$ cat config.mk
export PLATFORM = sky130hd
export DESIGN_NAME = path_replayer
export DESIGN_NICKNAME = d
export VERILOG_FILES = /design/src/rtl/path_pkg.sv /design/src/rtl/step_calc.sv /design/src/rtl/path_replayer.sv
export SDC_FILE = /design/constraint.sdc
export NUM_CORES = 1
export LEC_CHECK = 0
export ABC_AREA = 1
export CORE_MARGIN = 2
export CORE_UTILIZATION = 28
export DETAILED_ROUTE_END_ITERATION = 10
export GPL_ROUTABILITY_DRIVEN = 1
export SYNTH_ARGS = -nofsm -noshare
export SYNTH_HDL_FRONTEND = slang
export SYNTH_SLANG_ARGS = --single-unit
$ cat constraint.sdc
create_clock -name clk -period 3.08 [get_ports clk]
set_input_delay 0.616 -clock clk [delete_from_list [all_inputs] [get_ports clk]]
set_output_delay 0.616 -clock clk [all_outputs]
set_load 0.02 [all_outputs]
$ cat src/rtl/path_pkg.sv
// Shared types for the path queue reader/writer: direction codes and replay states.
package path_pkg;

  typedef enum logic [1:0] {
    DIR_UP    = 2'b00,
    DIR_RIGHT = 2'b01,
    DIR_DOWN  = 2'b10,
    DIR_LEFT  = 2'b11
  } dir_t;

  typedef enum logic [2:0] {
    ST_IDLE,
    ST_FETCH,
    ST_LOAD,
    ST_ISSUE,
    ST_DONE
  } state_t;

  localparam int STEP_CNT_W = 16;

endpackage

$ cat src/rtl/step_calc.sv
// Combinational single-step move: next position plus out-of-bounds flag.
// The position is left untouched when the move would leave the grid.
module step_calc
  import path_pkg::*;
#(
  parameter int COORD_W = 4,
  parameter int GRID_W  = 16,
  parameter int GRID_H  = 16
) (
  input  logic [COORD_W-1:0] x,
  input  logic [COORD_W-1:0] y,
  input  dir_t               dir,
  output logic [COORD_W-1:0] nx,
  output logic [COORD_W-1:0] ny,
  output logic               oob
);

  localparam logic [COORD_W-1:0] X_MAX = COORD_W'(GRID_W - 1);
  localparam logic [COORD_W-1:0] Y_MAX = COORD_W'(GRID_H - 1);
  localparam logic [COORD_W-1:0] ONE   = COORD_W'(1);

  always_comb begin
    nx  = x;
    ny  = y;
    oob = 1'b0;
    unique case (dir)
      DIR_UP:    if (y == '0)    oob = 1'b1; else ny = y - ONE;
      DIR_RIGHT: if (x >= X_MAX) oob = 1'b1; else nx = x + ONE;
      DIR_DOWN:  if (y >= Y_MAX) oob = 1'b1; else ny = y + ONE;
      DIR_LEFT:  if (x == '0)    oob = 1'b1; else nx = x - ONE;
      default:   oob = 1'b0;
    endcase
  end

endmodule

$ cat src/rtl/path_replayer.sv
// Drains 2-bit direction codes from the path queue and replays them as a
// handshaked move stream while tracking (x, y). Optional: PATH_REPLAYER_STEP_COUNT_EN.
module path_replayer
  import path_pkg::*;
#(
  parameter int COORD_W = 4,
  parameter int GRID_W  = 16,
  parameter int GRID_H  = 16
) (
  input  logic               clk,
  input  logic               rst,
  input  logic               start,
  input  logic [COORD_W-1:0] start_x,
  input  logic [COORD_W-1:0] start_y,
  input  logic               q_empty,
  input  logic [1:0]         q_data,
  output logic               q_dequeue,
  output logic               mv_valid,
  input  logic               mv_ready,
  output logic [1:0]         mv_dir,
  output logic [COORD_W-1:0] cur_x,
  output logic [COORD_W-1:0] cur_y,
  output logic               busy,
  output logic               done,
`ifdef PATH_REPLAYER_STEP_COUNT_EN
  output logic [STEP_CNT_W-1:0] step_count,
`endif
  output logic               err
);

  state_t               state_q, state_d;
  dir_t                 dir_q, dir_d;
  logic [COORD_W-1:0]   cur_x_q, cur_x_d, cur_y_q, cur_y_d;
  logic                 done_q, done_d, err_q, err_d;
  logic [STEP_CNT_W-1:0] step_q, step_d;
  logic [COORD_W-1:0]   nx, ny;
  logic                 oob;

  step_calc #(.COORD_W(COORD_W), .GRID_W(GRID_W), .GRID_H(GRID_H)) u_step (
    .x(cur_x_q), .y(cur_y_q), .dir(dir_q), .nx(nx), .ny(ny), .oob(oob)
  );

  always_comb begin
    state_d = state_q;
    dir_d   = dir_q;
    cur_x_d = cur_x_q;
    cur_y_d = cur_y_q;
    done_d  = done_q;
    err_d   = err_q;
    step_d  = step_q;
    unique case (state_q)
      ST_IDLE, ST_DONE: begin
        if (start) begin
          cur_x_d = start_x;
          cur_y_d = start_y;
          done_d  = 1'b0;
          err_d   = 1'b0;
          step_d  = '0;
          state_d = ST_FETCH;
        end
      end
      ST_FETCH: begin
        if (q_empty) begin
          done_d  = 1'b1;
          state_d = ST_DONE;
        end else begin
          state_d = ST_LOAD;
        end
      end
      // Queue output is registered, so the popped code is only valid here.
      ST_LOAD: begin
        dir_d   = dir_t'(q_data);
        state_d = ST_ISSUE;
      end
      ST_ISSUE: begin
        if (mv_ready) begin
          if (oob) begin
            err_d   = 1'b1;
            done_d  = 1'b1;
            state_d = ST_DONE;
          end else begin
            cur_x_d = nx;
            cur_y_d = ny;
            if (step_q != '1) step_d = step_q + 1'b1;
            state_d = ST_FETCH;
          end
        end
      end
      default: state_d = ST_IDLE;
    endcase
  end

  always_ff @(posedge clk or negedge rst) begin
    if (!rst) begin
      state_q <= ST_IDLE;
      dir_q   <= DIR_UP;
      cur_x_q <= '0;
      cur_y_q <= '0;
      done_q  <= 1'b0;
      err_q   <= 1'b0;
      step_q  <= '0;
    end else begin
      state_q <= state_d;
      dir_q   <= dir_d;
      cur_x_q <= cur_x_d;
      cur_y_q <= cur_y_d;
      done_q  <= done_d;
      err_q   <= err_d;
      step_q  <= step_d;
    end
  end

  assign q_dequeue = (state_q == ST_FETCH) && !q_empty;
  assign mv_valid  = (state_q == ST_ISSUE);
  assign busy      = (state_q == ST_FETCH) || (state_q == ST_LOAD) || (state_q == ST_ISSUE);
  assign mv_dir    = dir_q;
  assign cur_x     = cur_x_q;
  assign cur_y     = cur_y_q;
  assign done      = done_q;
  assign err       = err_q;
`ifdef PATH_REPLAYER_STEP_COUNT_EN
  assign step_count = step_q;
`endif

endmodule

==> metrics.cfg <==
[timing]
fin_crit_sh = 0.7762
rsz0062_at_grt = no
tightest_slew_ns = 0.6738
layout_setup_ws_ns = 0.6892
skew_ns = 0.002480
slew_headroom = 0.5494
finalMaxSlewViolations = 0
fin_setup_tns_ns = 0
hold_viol_final = 0
min_period_ns = 2.391
max_freq_mhz = 418.3
finalSetupViolCount = 0

[setup_path]
required_ns = 2.46
crit_path_start = q_empty
slowest_delay_ns = 0.59
cp_slowest_cell = clkdlybuf4s50_1
crit_type = input port to primary output
crit_buf_inv = 4
reg2reg_from = mv_dir[0]
critPathTopFamily = buffers and inverters
arrival_ns = 1.77
worstSetupEndpointType = primary output
cp_max_fo = 3
crit_chain = clkdlybuf4s50_1 -> inv_1 -> nand2_1 -> inv_1 -> clkdlybuf4s50_1
reg2reg_depth = 11
r2r_end = cur_y[3]
crit_cells = 5
cp-endpoint = q_dequeue
reg2reg_slack_ns = 1.35
worst_setup_path_start_kind = input port

[floorplanning]
num_io_pins = 30
die_w_um = 68.50
core_um2 = 4000
die_h_um = 68.50
start_util = 0.2912
row_count = 23
die_area_um2 = 4692

[placement]
dp_slack_ns = 0.6840
dp.final_hpwl_mm = 2.042
port_buffers = 29
routabilityCongestion = 0.7806

[synth]
mappedNetlistNets = 194
yosysSeqAreaShare = 0.3222
syn_area_um2 = 1165
avgSynthCellArea_um2 = 6.733
ys_warn_count = 0
yosysUniqueCellTypes = 22
ys_seq_elements = 15
synth_cells = 173

[power]
p_comb_frac = 0.660
p_clk_frac = 0.091
sequentialPowerShare = 0.249
p_sw_frac = 0.5060
cellInternalPower_mw = 0.8670
vdd_drop_max_mv = 0.5074
pwr_density_cell_nw_per_um2 = 1126
p_switching_mw = 0.8879
p_leak_nw = 0.8158

[routing]
wl_per_cell_um = 10.31
vias = 1106
viasPerCell = 4.337
antenna_left = 0
wl_mm = 2.630
first_pass_iters = 4
drc = 0
drtIter0Drc = 24

[global_routing]
grt_first_pass_wirelength_mm = 4.429
grt_pass1_vias = 977
grt_max_degree = 16
gr-usage-all-layers = 0.1255
antenna_found_initial = 0
grt_overflow = 0

[finish]
multi_input_area_um2 = 709.4
drive_gt1_frac = 0.1073
layout_commonest_cell = nand2_1
antenna_cells = 0
layout_common_cells = nand2_1, clkdlybuf4s50_1, inv_1, nor2_1, dfrtp_1
area_growth_pct = 33.84
fillers = 447
seq_area_um2 = 375.4
final_nets = 227

[clock_network]
cts-root-buf = clkbuf_8
numClockSinks = 15
post_cts_buffers = 0
cts-buffers-inserted = 3
htreeDepth = 1
cts_buffer_depth = 2
cts.clk_slew.worst_paths_ns = 0.06
clk_latency_ns = 0.25
hold_buffers = 0
cts.repair.resized = 0
cts_tree = done

[min_path]
hp-class = flip-flop to flip-flop

[run_status]
status = completed

[run]
maxCapViolCount = 0

==> per-stage QoR <==
| stage | hold slack, ns | util | total power [mW] | cell area, um2 | cells |
|---|---|---|---|---|---|
| after global routing | 0.5308 | 0.3897 | 1.961 | 1559 | 255 |
| after global placement | 0.4695 | 0.3782 | 1.603 | 1513 | 251 |
| after CTS | 0.4845 | 0.3897 | 1.781 | 1559 | 255 |
| after detailed placement | 0.4611 | 0.3782 | 1.611 | 1513 | 251 |
| after floorplan | 0.3204 | - | 1.243 | 1165 | 173 |
| final | 0.4793 | 0.3897 | 1.755 | 1559 | 255 |
==> cell usage after synthesis (all sizes together) <==
| cell | instances | share of area |
|---|---|---|
| buf | 1 | 0.0043 |
| dfrtp | 15 | 0.32 |
| o21ai | 6 | 0.026 |
| nor2 | 18 | 0.081 |
| xor2 | 2 | 0.015 |
| xnor2 | 1 | 0.0075 |
| inv | 20 | 0.064 |
| ha | 4 | 0.043 |
| nand3 | 15 | 0.075 |
| a21oi | 6 | 0.032 |
| nand2 | 81 | 0.28 |
| nand4 | 1 | 0.0054 |
| fa | 2 | 0.034 |
| or2 | 1 | 0.0075 |
==> worst reg2reg max path, stage by stage (launching register included) <==
cell and delay (ns):
dfrtp_1 0.45, inv_1 0.17, nand2_1 0.14, ha_1 0.35, nand3_1 0.10, nand3_1 0.09
inv_1 0.06, nand2_1 0.05, nand3_1 0.06, nand2_1 0.05, nand2_1 0.06, nand2_1 0.04
==> metal layers <==
layer,vias to the layer above,track usage,routed length (um)
li1,600,-,-
met1,486,0.1709,1267
met2,20,0.2055,1237
met3,0,0.03734,125
met4,0,0.007500,0
met5,-,0,0
==> worst min-delay path by stage <==
stage / start / end / slack [ns] / depth (start not counted)
after floorplan: rst / cur_x[0] / 0.32 / 0
after global placement: done / done / 0.47 / 2
after detailed placement: done / done / 0.46 / 2
after CTS: done / done / 0.48 / 2
after global routing: done / done / 0.53 / 2
final: done / done / 0.48 / 2
==> cells by family (layout without fill, tap and decap cells) <==
| family | after synthesis | after routing | share of synthesized area |
|---|---|---|---|
| AOI/OAI and AO/OA | 12 | 12 | 0.05801 |
| xor gates and xnor gates | 3 | 3 | 0.02256 |
| adders and majority gates | 6 | 6 | 0.07734 |
| buffers and inverters | 21 | 53 | 0.06874 |
| DFF | 15 | 15 | 0.3222 |
| and+or+nand+nor | 116 | 116 | 0.4511 |
==> power groups by stage <==
stage	registers, mW	clock network, mW	logic [mW]
floorplan	0.504	0	0.739
global placement	0.442	0	1.16
detailed placement	0.442	0	1.17
CTS	0.439	0.164	1.18
global route	0.460	0.175	1.33
finish	0.436	0.159	1.16
==> state kept, by name, summed over array words and instances, names as in the netlist <==
signal / count
cur_x: 4
mv_dir: 2
state_q: 3
err: 1
cur_y: 4
done: 1
==> final cells by class <==
class                      instances  area share
timing repair buffer              29      0.1862
clock buffer                       3     0.02648
clock inverter                     1    0.003210
tap                               50     0.04013
sequential                        15      0.2408
multi-input combinational        137      0.4551
inverter                          20     0.04815
Power figures use the tool's default switching activity.
